===== src/rtl/hamming_decoder_pipe.sv =====
// Two-stage Hamming(7,4) receive decoder with valid/ready backpressure and
// saturating corrected/uncorrectable error counters.
module hamming_decoder_pipe #(
  parameter int CNT_W = 16
) (
  input  logic             clk,
  input  logic             rst,
  input  logic             in_valid,
  output logic             in_ready,
  input  logic [6:0]       code,
  output logic             out_valid,
  input  logic             out_ready,
  output logic [3:0]       data,
  output logic [2:0]       syndrome,
  output logic             err_corrected,
  output logic             err_uncorrectable,
  input  logic             cnt_clear,
  output logic [CNT_W-1:0] corr_count,
  output logic [CNT_W-1:0] uncorr_count
);

  logic             r_s1_valid;
  logic [6:0]       r_s1_code;
  logic [2:0]       r_s1_syn;
  logic             r_s2_valid;
  logic [3:0]       r_data;
  logic [2:0]       r_syn;
  logic             r_corr;
  logic             r_uncorr;
  logic [CNT_W-1:0] r_corr_count;
  logic [CNT_W-1:0] r_uncorr_count;

  logic [2:0] w_syn;
  logic       w_s1_adv;
  logic       w_in_ready;
  logic       w_accept;
  logic [3:0] w_dec_data;
  logic       w_dec_corr;
  logic       w_dec_uncorr;

  // Syndrome is {s1,s2,s3}; c6..c0 = p1,p2,d0,p3,d1,d2,d3.
  assign w_syn[2] = code[6] ^ code[4] ^ code[2] ^ code[1] ^ code[0];
  assign w_syn[1] = code[5] ^ code[4] ^ code[2] ^ code[1];
  assign w_syn[0] = code[3] ^ code[4] ^ code[2] ^ code[0];

  assign w_s1_adv   = !r_s2_valid || out_ready;
  assign w_in_ready = !rst && (!r_s1_valid || w_s1_adv);
  assign w_accept   = r_s2_valid && out_ready;

  // NOTE: every output of an always_comb is defaulted first so no path can infer a latch.
  always_comb begin
    w_dec_data   = {r_s1_code[0], r_s1_code[1], r_s1_code[2], r_s1_code[4]};
    w_dec_corr   = 1'b0;
    w_dec_uncorr = 1'b0;
    case (r_s1_syn)
      3'b100, 3'b010, 3'b001: w_dec_corr = 1'b1;
      3'b110: begin
        w_dec_data[2] = ~w_dec_data[2];
        w_dec_corr    = 1'b1;
      end
      3'b101: begin
        w_dec_data[3] = ~w_dec_data[3];
        w_dec_corr    = 1'b1;
      end
      3'b111, 3'b011: w_dec_uncorr = 1'b1;
      default: ;
    endcase
  end

  // NOTE: sequential state uses non-blocking assignments so all registers update together.
  always_ff @(posedge clk or posedge rst) begin
    if (rst) begin
      r_s1_valid <= 1'b0;
      r_s1_code  <= '0;
      r_s1_syn   <= '0;
    end else if (w_in_ready) begin
      r_s1_valid <= in_valid;
      if (in_valid) begin
        r_s1_code <= code;
        r_s1_syn  <= w_syn;
      end
    end
  end

  always_ff @(posedge clk or posedge rst) begin
    if (rst) begin
      r_s2_valid <= 1'b0;
      r_data     <= '0;
      r_syn      <= '0;
      r_corr     <= 1'b0;
      r_uncorr   <= 1'b0;
    end else if (w_s1_adv) begin
      r_s2_valid <= r_s1_valid;
      if (r_s1_valid) begin
        r_data   <= w_dec_data;
        r_syn    <= r_s1_syn;
        r_corr   <= w_dec_corr;
        r_uncorr <= w_dec_uncorr;
      end
    end
  end

  // Clear wins over a same-cycle increment; counts stick at all-ones.
  always_ff @(posedge clk or posedge rst) begin
    if (rst) begin
      r_corr_count   <= '0;
      r_uncorr_count <= '0;
    end else if (cnt_clear) begin
      r_corr_count   <= '0;
      r_uncorr_count <= '0;
    end else if (w_accept) begin
      if (r_corr && (r_corr_count != '1))
        r_corr_count <= r_corr_count + 1'b1;
      if (r_uncorr && (r_uncorr_count != '1))
        r_uncorr_count <= r_uncorr_count + 1'b1;
    end
  end

  assign in_ready          = w_in_ready;
  assign out_valid         = r_s2_valid;
  assign data              = r_data;
  assign syndrome          = r_syn;
  assign err_corrected     = r_corr;
  assign err_uncorrectable = r_uncorr;
  assign corr_count        = r_corr_count;
  assign uncorr_count      = r_uncorr_count;

endmodule

===== config.mk =====
export PLATFORM = sky130hd
export DESIGN_NAME = hamming_decoder_pipe
export DESIGN_NICKNAME = d
export VERILOG_FILES = /design/src/rtl/hamming_decoder_pipe.sv
export SDC_FILE = /design/constraint.sdc
export NUM_CORES = 1
export LEC_CHECK = 0
export BUFFER_PORTS_ARGS = -buffer_cell sky130_fd_sc_hd__buf_4
export CORE_AREA = 5 5 100 102
export CTS_BUF_LIST = sky130_fd_sc_hd__clkbuf_4 sky130_fd_sc_hd__clkbuf_8 sky130_fd_sc_hd__clkbuf_16
export DETAILED_ROUTE_END_ITERATION = 7
export DIE_AREA = 0 0 105 107
export SYNTH_ARGS = -nofsm -noshare
export SYNTH_HDL_FRONTEND = slang
export SYNTH_SLANG_ARGS = --single-unit

===== constraint.sdc =====
create_clock -name clk -period 4.2 [get_ports clk]
set_input_delay 0.84 -clock clk [delete_from_list [all_inputs] [get_ports clk]]
set_output_delay 0.84 -clock clk [all_outputs]
set_load 0.05 [all_outputs]

# After elaboration in Yosys (flattened, before gate mapping)
# Index checks and enable logic that the tools add are counted.
# word_totals
ff_bits,51
in_bits,12
output_inout_bits,43
word_cells,61
# classes
addsub,2
n_eq_ne,9
mux,10
bitwise,12
reduce_logical,18
# ops
cell,n
$mux 16,6
$add 16x1->16 const B,2
$ne 16x16->1 const B,2
$eq 3x3->1 const B,4
$xor 1x1->1,10
$reduce_and 2->1,4
$eq 3x2->1 const B,2
$reduce_bool 2->1,3
$reduce_or 5->1,1
$logic_and 1x1->1,4
$mux 1,4
$eq 3x1->1 const B,1
$logic_not 1->1,3
$logic_or 1x1->1,2
$not 1->1,2
$reduce_or 2->1,1

# Depth between registers and ports, before layout
# Gate-level depths: netlist of the first run.
# depth
ltp_word,5
depth_mapped,7
depth_no_buf,5

# Least setup slack after synthesis of the first run
# Ideal clock, no wire load.
# synth_timing
path_type,input port to output port
from,in rst
to,out in_ready
arrival_ps,2466
required_time_ps,3360
path_slack_ps,894
stages,2
n_path_buf,0
path_cell_list,inv_1 > o21a_1
# synth_via
elab_chain_cells,2
# synth_lines
item,line,text
start: declaration,7,"input logic rst,"
$logic_not 1->1 (no line),-,
$logic_and 1x1->1,47,assign w_in_ready = !rst && (!r_s1_valid || w_s1_adv);
end: declaration,9,"output logic in_ready,"
# Every way passes these cells.

# Worst setup path after layout of the first run
# layout_timing
from,in out_ready
to,out in_ready
# layout_via
elab_chain_cells,3
# layout_lines
item,line,text
start: declaration,12,"input logic out_ready,"
$logic_or 1x1->1,46,assign w_s1_adv = !r_s2_valid || out_ready;
$logic_or 1x1->1,47,
$logic_and 1x1->1,47,
# Every way passes these cells.

==> flow_summary_export.csv, run 1 <==
group,metric,value,unit
outcome,status,"finished clean",
grt,grt_pass1_vias,2085,
setup_path,cp.arrival,1.56,ns
setup_path,cp_max_fo,5,
cts,clock_latency,0.30,ns
placed_design,portBuffers,54,
die,num_rows,35,
synthesis,syn_inst,266,
routing,drt_iter0_drc,78,
cts,clkTransAtPathRegs,0.09,ns
routing,firstDrtPassIters,4,
grt,groute.usage.overall,0.109,
worst_hold_path,hp-class,"register to register",
timing,period_needed,2.40,ns
die,num_io_pins,55,
setup_path,critPathCaptureType,"primary output",
synthesis,syn-cell-area,2630,um2
timing,hold_viol,0,
grt,grt.overflow.total,0,
timing,post-route-period-util,0.572,
timing,fin_ws,1.80,ns
grt,grt_antenna_before_repair,0,
final_layout,layout.nets,331,
cts,cts_resized,0,
timing,max_freq,416,MHz
routing,avgRoutedWirePerCell,14.6,um
routing,avgViaCountPerCell,5.12,
grt,grt_start_max_net_pins,52,
cts,clock_path_buffers,2,
pwr,power_density,409,nW/um2
final_layout,utilization,0.362,
setup_path,start_kind,"input pin",
setup_path,cp.required,3.36,ns
timing,worst_slew_pin_slew,0.736,ns
synthesis,avgSynthCellArea,9.88,um2
timing,fin_skew,0.00575,ns
routing,drc_errors,0,
die,die-width,105,um
timing,timing.hold.ws,0.504,ns
cts,htree_levels,2,
run,max-cap-violations,0,
timing,slew_viol_final,0,
timing,tns,0,ns
synthesis,yosysSeqAreaShare,0.476,
cts,cts_root_buffer,"clkbuf_8",
routing,wl,6.28,mm
cts,cts_sinks,50,
final_layout,antenna_cells,0,
synthesis,synth_cell_types,44,
grt,grt_pass1_wl,10.3,mm
cts,cts_tree,"yes",
routing,dr_total_vias,2198,
synthesis,yosys_register_bits,50,
placed_design,preCtsSetupSlack,1.58,ns
die,coreArea,9020,um2
final_layout,drive_gt1_frac,0.258,
setup_path,worstSetupPathType,"input pin to primary output",
pwr,vdd_drop_max,0.328,mV
placed_design,dp_hpwl,4.53,mm
timing,setup_viol_count_final,0,
cts,post_cts.repair.setup_buffers,0,
routing,drtAntennaViolNets,0,
timing,rsz0062_at_grt,"false",
die,dieHeight,107,um
synthesis,yosys_warnings,0,
final_layout,areaGrowthSynthToFinish,24.2,%
placed_design,place.gp.congestion,0.760,
die,die_area,11200,um2
pwr,cellLeakagePower,1.39,nW
synthesis,syn-num-nets,280,
cts,postCtsHoldBufs,0,
timing,maxSlewHeadroom,0.507,
cts,cts_buffers,5,
die,start_util,0.291,
-- report_power, final --
group	switching [mW]	internal [mW]	total (mW)	leakage, nW
Combinational	0.233	0.113	0.347	0.655
Clock	0.162	0.239	0.401	0.0683
Sequential	0.0490	0.538	0.587	0.666
-- flip-flops by register name, summed over array words and instances, names as in the netlist --
signal             cells
corr_count            16
uncorr_count          16
data                   4
r_s1_code              4
r_s1_syn               3
syndrome               3
err_corrected          1
err_uncorrectable      1
out_valid              1
r_s1_valid             1
-- per-stage QoR --
step / instance area (um2) / cells / total power, mW
after global placement: 3130 / 421 / 0.944
final: 3260 / 429 / 1.33
after floorplan: 2630 / 266 / 0.830
after CTS: 3260 / 429 / 1.35
after detailed placement: 3130 / 421 / 0.948
after global routing: 3260 / 429 / 1.40
-- final timing paths --
kind                                 startpoint                to  slack [ns]  cells after the start
worst max-delay path                  out_ready          in_ready        1.80                      4
worst min-delay path                    data[2]           data[2]        0.50                      2
max in group asynchronous                   rst   uncorr_count[3]        3.01                      3
worst max register to register  uncorr_count[0]  uncorr_count[13]        2.24                      5
min in group asynchronous                   rst           data[3]        0.75                      3
worst min register to register          data[2]           data[2]        0.50                      2
-- cell usage in the layout, fill, tap and decap left out, types with 2 or more instances in the layout --
cell type	instances
a21oi_1	24
inv_1	5
buf_4	56
bufinv_16	2
nand3_1	11
or4_1	12
and3_1	6
xor2_1	4
mux2_1	2
dfrtp_1	50
nor3_1	5
nor2_1	12
ha_1	2
or3_1	6
and4_1	6
nor2b_1	5
xnor2_1	6
nor4_1	6
nand3b_1	2
o31ai_1	14
and2_1	2
mux2_2	12
nand2_1	23
o21ai_0	14
nand4_1	7
clkbuf_8	5
-- area by class of cell --
cell class	count	area, um2
clock buffers	5	68.8
clock inverters	3	68.8
fillers	914	5760
inverters	6	22.5
multi-input cells	198	1290
flip-flops and latches	50	1250
well taps	111	139
repair buffers	56	420
-- Yosys cell counts --
| cell | count | area, um2 |
|---|---|---|
| and2_1 | 2 | 12.5 |
| nand3_1 | 11 | 55.1 |
| a21boi_0 | 1 | 7.51 |
| a31oi_1 | 1 | 6.26 |
| buf_1 | 2 | 7.51 |
| nor2_1 | 12 | 45.0 |
| nand2_1 | 23 | 86.3 |
| and3b_1 | 1 | 8.76 |
| buf_6 | 2 | 22.5 |
| or3_1 | 6 | 37.5 |
| dfrtp_1 | 50 | 1250 |
| a22o_1 | 1 | 8.76 |
| clkbuf_1 | 7 | 26.3 |
| or3b_2 | 1 | 8.76 |
| nor3_1 | 5 | 25.0 |
| o211ai_1 | 1 | 7.51 |
| nand3b_1 | 2 | 15.0 |
| nand4bb_1 | 1 | 11.3 |
| and3_1 | 6 | 37.5 |
| and4_1 | 6 | 52.6 |
| and4_4 | 1 | 11.3 |
| o2111ai_1 | 1 | 8.76 |
| nand4_4 | 1 | 21.3 |
| nand2b_1 | 1 | 6.26 |
| mux2i_1 | 1 | 10.0 |
| nor2b_1 | 5 | 31.3 |
| xnor2_1 | 6 | 52.6 |
| nand4_1 | 7 | 43.8 |
| or2_1 | 1 | 6.26 |
| a31o_2 | 1 | 8.76 |
| o31ai_1 | 14 | 105 |
| o21ai_0 | 14 | 70.1 |
| and3_4 | 1 | 11.3 |
| mux2_1 | 2 | 22.5 |
| xor2_1 | 4 | 35.0 |
| a21oi_1 | 24 | 120 |
| o21a_1 | 1 | 7.51 |
| or4_1 | 12 | 90.1 |
| nor4_1 | 6 | 37.5 |
| buf_2 | 1 | 5.00 |
| ha_1 | 2 | 25.0 |
| inv_1 | 6 | 22.5 |
| mux2_2 | 12 | 135 |
| o41ai_1 | 1 | 8.76 |
-- critical path: stages --
cell,delay [ns]
buf_4,0.13
nand2b_1,0.18
o21a_1,0.22
buf_4,0.19
-- kinds of logic after synthesis --
group	Yosys count	share of synthesized area
AND/OR/NAND/NOR	111	0.249
adder cells (fa/ha/maj)	2	0.00952
buffers and inverters	18	0.0319
AO/OA/AOI/OAI	60	0.137
flip-flops	50	0.476
XOR/XNOR	10	0.0333
multiplexers	15	0.0638
-- metal layers --
layer  part of all wire  vias to the layer above  global-route usage
met5                  0                        -                   0
li1                   -                     1099                   -
met1               0.49                     1051               0.150
met4             0.0043                        0              0.0237
met2               0.46                       46               0.170
met3              0.053                        2              0.0301
Note: power is estimated with default switching activity, not from simulation.
==> run 2, diff against run 1 <==
==> constraint.sdc (replaced) <==
create_clock -name clk -period 2.24 [get_ports clk]
set_input_delay 0.448 -clock clk [delete_from_list [all_inputs] [get_ports clk]]
set_output_delay 0.448 -clock clk [all_outputs]
set_load 0.05 [all_outputs]
==> run 2 against run 1 <==
Worst setup slack got worse by 1.5 ns. Combinational power increased by 88%. Routed wire length is 1.4% lower. Design area barely moved. Worst hold slack got worse by 0.13 ns. Clock-buffer cell count unchanged. Critical endpoint is now uncorr_count[13]. Highest routed layer unchanged.
==> flow_summary_export.csv, run 2 (synthesis results as in run 1) <==
group,metric,value,unit
routing,dr_total_vias,2226,
cts,postCtsHoldBufs,0,
cts,cts_buffers,5,
timing,setup_viol_count_final,0,
die,die-width,105,um
placed_design,dp_hpwl,4.49,mm
final_layout,drive_gt1_frac,0.263,
final_layout,layout.nets,333,
setup_path,path_cells,"ha_1 -> and4_1 -> and4_4 -> nor4_1 -> mux2_1",
timing,post-route-period-util,0.858,
setup_path,critPathCaptureType,"register",
routing,avgViaCountPerCell,5.16,
cts,clock_latency,0.31,ns
grt,grt_pass1_wl,10.1,mm
outcome,status,"finished clean",
final_layout,antenna_cells,0,
run,max-cap-violations,0,
grt,grt_antenna_before_repair,0,
placed_design,portBuffers,54,
pwr,power_density,738,nW/um2
placed_design,place.gp.congestion,0.804,
routing,drtAntennaViolNets,0,
routing,firstDrtPassIters,4,
setup_path,cp.buffers_inverters,0,
die,dieHeight,107,um
setup_path,crit_slowest_cell,"dfrtp_1",
setup_path,r2r-start,"uncorr_count[0]",
die,coreArea,9020,um2
cts,cts_tree,"yes",
setup_path,cp-startpoint,"uncorr_count[0]",
cts,htree_levels,2,
cts,post_cts.repair.setup_buffers,0,
grt,groute.usage.overall,0.108,
pwr,cellLeakagePower,1.39,nW
die,num_io_pins,55,
cts,cts_resized,0,
timing,hold_viol,0,
routing,avgRoutedWirePerCell,14.4,um
final_layout,areaGrowthSynthToFinish,24.1,%
final_layout,utilization,0.362,
timing,tns,0,ns
final_layout,final_common_cell,"buf_4",
setup_path,crit_family,"simple AND/OR/NAND/NOR gates",
die,die_area,11200,um2
setup_path,cp.arrival,2.12,ns
cts,clkTransAtPathRegs,0.10,ns
timing,timing.hold.ws,0.370,ns
setup_path,worstSetupPathType,"register to register",
routing,drc_errors,0,
timing,max_freq,520,MHz
timing,period_needed,1.92,ns
grt,grt_start_max_net_pins,51,
final_layout,final_cell_mix,"buf_4 (58), dfrtp_1 (50), a21oi_1 (24)",
timing,worst_slew_pin_slew,0.635,ns
cts,cts_root_buffer,"clkbuf_8",
timing,slew_viol_final,0,
die,start_util,0.291,
worst_hold_path,hp-class,"input pin to async pin",
die,num_rows,35,
routing,drt_iter0_drc,62,
setup_path,cpPeakStageDelay,0.43,ns
grt,grt.overflow.total,0,
timing,fin_skew,0.00544,ns
grt,grt_pass1_vias,2049,
setup_path,cp_max_fo,20,
setup_path,cp.required,2.43,ns
setup_path,start_kind,"register",
cts,cts_sinks,50,
pwr,vdd_drop_max,0.493,mV
routing,wl,6.20,mm
cts,clock_path_buffers,2,
timing,maxSlewHeadroom,0.577,
timing,rsz0062_at_grt,"false",
[run 2: cell types whose count changed in the layout (fill, tap and decap cells not counted), sizes merged]
| cell | previous run | this run |
|---|---|---|
| clkinv | 1 | 0 |
| clkinvlp | 0 | 1 |
| bufinv | 2 | 1 |
| inv | 6 | 7 |
| buf | 56 | 58 |
[run 2: path summary, 6_finish.rpt]
path                                    end  slack (ns)  cells after the start
min in group clk               r_s1_code[4]        0.38                      2
hold / removal                      data[1]        0.37                      3
max in group asynchronous  uncorr_count[14]        1.45                      3
setup reg to reg           uncorr_count[13]        0.32                      5
hold reg to reg                     data[3]        0.49                      2
setup / recovery           uncorr_count[13]        0.32                      5
[run 2: stage by stage]
stage               std cells  power, mW  cell area [um2]  setup slack [ns]
global route              431       2.53             3260             0.222
finish                    431       2.41             3260             0.317
detailed placement        423       1.77             3150             0.341
CTS                       431       2.45             3260             0.327
floorplan                 266       1.56             2630            0.0726
global placement          423       1.76             3150             0.415
[run 2: area by class of cell]
cell class	instances	area (um2)
fill	903	5760
multi-input combinational	198	1290
sequential	50	1250
timing repair buffer	58	435
tap	111	139
clock buffer	5	68.8
clock inverter	3	47.5
inverter	6	26.3
[run 2: worst register-to-register path, cell delays in order, from the launching register on]
cell	delay, ns
dfrtp_1	0.43
ha_1	0.24
and4_1	0.21
and4_4	0.25
nor4_1	0.33
mux2_1	0.35
[run 2: per-layer routing]
metal | vias to the layer above | GRT usage | wire (um)
met5 | - | 0 | 0
met4 | 0 | 0.0356 | 90
met3 | 6 | 0.0283 | 308
met2 | 43 | 0.178 | 2940
met1 | 1077 | 0.139 | 2860
li1 | 1100 | - | -
[run 2: report_power, final]
part | internal, mW | leakage, nW | switching, mW
sequential | 1.01 | 0.666 | 0.0820
combinational | 0.215 | 0.660 | 0.437
clock | 0.341 | 0.0591 | 0.324
total | 1.56 | 1.39 | 0.843
==> run 3, diff against run 2 <==
--- a/config.mk
+++ b/config.mk
@@ -10,6 +10,7 @@
 export CTS_BUF_LIST = sky130_fd_sc_hd__clkbuf_4 sky130_fd_sc_hd__clkbuf_8 sky130_fd_sc_hd__clkbuf_16
 export DETAILED_ROUTE_END_ITERATION = 7
 export DIE_AREA = 0 0 105 107
+export PLACE_DENSITY = 0.46
 export SYNTH_ARGS = -nofsm -noshare
 export SYNTH_HDL_FRONTEND = slang
 export SYNTH_SLANG_ARGS = --single-unit
==> run 3 against run 2 <==
Die area unchanged. Sequential share of layout area decreased by 0.39 points. Clock power increased by 19%. Clock-buffer cell count increased by 1. Critical endpoint unchanged. Largest cell class unchanged. Final cell count increased by 0.23%. Worst setup slack got worse by 0.00092 ns. Non-clock buffer count increased by 1. Via count increased by 0.81%. Routed wire length increased by 2.7%.
==> flow_summary_export.csv, run 3 (synthesis results as in run 1) <==
group,metric,value,unit
cts,clock_path_buffers,2,
cts,post_cts.repair.setup_buffers,0,
setup_path,cp.arrival,2.12,ns
cts,cts_buffers,5,
cts,postCtsHoldBufs,0,
worst_hold_path,hp-class,"input pin to async pin",
final_layout,drive_gt1_frac,0.265,
die,die_area,11200,um2
pwr,power_density,769,nW/um2
final_layout,layout.nets,334,
cts,cts_sinks,50,
grt,groute.usage.overall,0.114,
placed_design,dp_hpwl,4.56,mm
timing,tns,0,ns
pwr,cellLeakagePower,1.40,nW
die,num_rows,35,
setup_path,cp.required,2.43,ns
die,dieHeight,107,um
final_layout,final_common_cell,"buf_4",
timing,period_needed,1.92,ns
grt,grt_pass1_wl,10.6,mm
setup_path,start_kind,"register",
timing,post-route-period-util,0.859,
cts,clkTransAtPathRegs,0.10,ns
routing,dr_total_vias,2244,
die,num_io_pins,55,
cts,cts_root_buffer,"clkbuf_8",
placed_design,place.gp.congestion,0.760,
timing,rsz0062_at_grt,"false",
placed_design,portBuffers,54,
timing,max_freq,520,MHz
die,start_util,0.291,
timing,timing.hold.ws,0.377,ns
timing,maxSlewHeadroom,0.571,
cts,htree_levels,2,
setup_path,path_cells,"ha_1 -> and4_1 -> and4_4 -> nor4_1 -> mux2_1",
timing,slew_viol_final,0,
final_layout,areaGrowthSynthToFinish,25.4,%
timing,fin_skew,0.00943,ns
grt,grt_pass1_vias,2154,
final_layout,num-fill-cells,947,
setup_path,cp.buffers_inverters,0,
setup_path,cpPeakStageDelay,0.42,ns
routing,drc_errors,0,
grt,grt_start_max_net_pins,51,
setup_path,crit_slowest_cell,"dfrtp_1",
routing,wl,6.36,mm
final_layout,seq_area,1250,um2
grt,grt.overflow.total,0,
routing,avgRoutedWirePerCell,14.7,um
cts,cts_tree,"yes",
die,coreArea,9020,um2
die,die-width,105,um
setup_path,crit_family,"simple AND/OR/NAND/NOR gates",
routing,drtAntennaViolNets,0,
run,max-cap-violations,0,
routing,avgViaCountPerCell,5.19,
routing,drt_iter0_drc,38,
final_layout,antenna_cells,0,
timing,hold_viol,0,
outcome,status,"finished clean",
timing,setup_viol_count_final,0,
setup_path,worstSetupPathType,"register to register",
final_layout,final_cell_mix,"buf_4 (59), dfrtp_1 (50), a21oi_1 (24)",
timing,worst_slew_pin_slew,0.644,ns
pwr,vdd_drop_max,0.521,mV
grt,grt_antenna_before_repair,0,
cts,clock_latency,0.31,ns
routing,firstDrtPassIters,4,
setup_path,cp_max_fo,20,
cts,cts_resized,0,
setup_path,critPathCaptureType,"register",
final_layout,multi_input_area,1290,um2
==> run 3: stage by stage <==
stage / worst slack (ns) / util / area, um2 / std cells / total power, mW
after floorplan: 0.0726 / - / 2630 / 266 / 1.56
after global placement: 0.410 / 0.350 / 3150 / 424 / 1.77
after detailed placement: 0.337 / 0.350 / 3150 / 424 / 1.77
after CTS: 0.315 / 0.365 / 3300 / 432 / 2.58
after global routing: 0.180 / 0.365 / 3300 / 432 / 2.67
final: 0.316 / 0.365 / 3300 / 432 / 2.53
==> run 3: area by class of cell <==
class                           count  area share
Sequential cell                    50       0.380
Multi-Input combinational cell    198       0.393
Clock buffer                        6      0.0251
Tap cell                          111      0.0421
Inverter                            6     0.00797
Clock inverter                      2      0.0182
Timing Repair Buffer               59       0.134
==> run 3: worst reg2reg max path, delay by kind of cell (launching register included) <==
kind | cells | cell delay, ns
flip-flops | 1 | 0.42
adder cells (fa/ha/maj) | 1 | 0.24
AND/OR/NAND/NOR | 3 | 0.80
multiplexers | 1 | 0.35
==> run 3: path summary, 6_finish.rpt <==
path / slack (ns) / from / cells past startpoint / end
worst min-delay path: 0.38 / rst / 3 / out_valid
worst min register to register: 0.49 / data[3] / 2 / data[3]
max in group asynchronous: 1.43 / rst / 3 / uncorr_count[15]
worst max register to register: 0.32 / uncorr_count[0] / 5 / uncorr_count[13]
min in group clk: 0.38 / code[4] / 2 / r_s1_code[4]
worst max-delay path: 0.32 / uncorr_count[0] / 5 / uncorr_count[13]
==> run 3: layer usage <==
layer  track usage  share of wire
met1         0.148           0.47
met2         0.184           0.46
met3        0.0343          0.061
met4        0.0329          0.012
met5             0              0
==> run 3: power breakdown <==
part | total [mW] | switching [mW] | internal (mW)
registers | 1.09 | 0.0818 | 1.01
logic | 0.652 | 0.437 | 0.215
clock network | 0.793 | 0.316 | 0.477
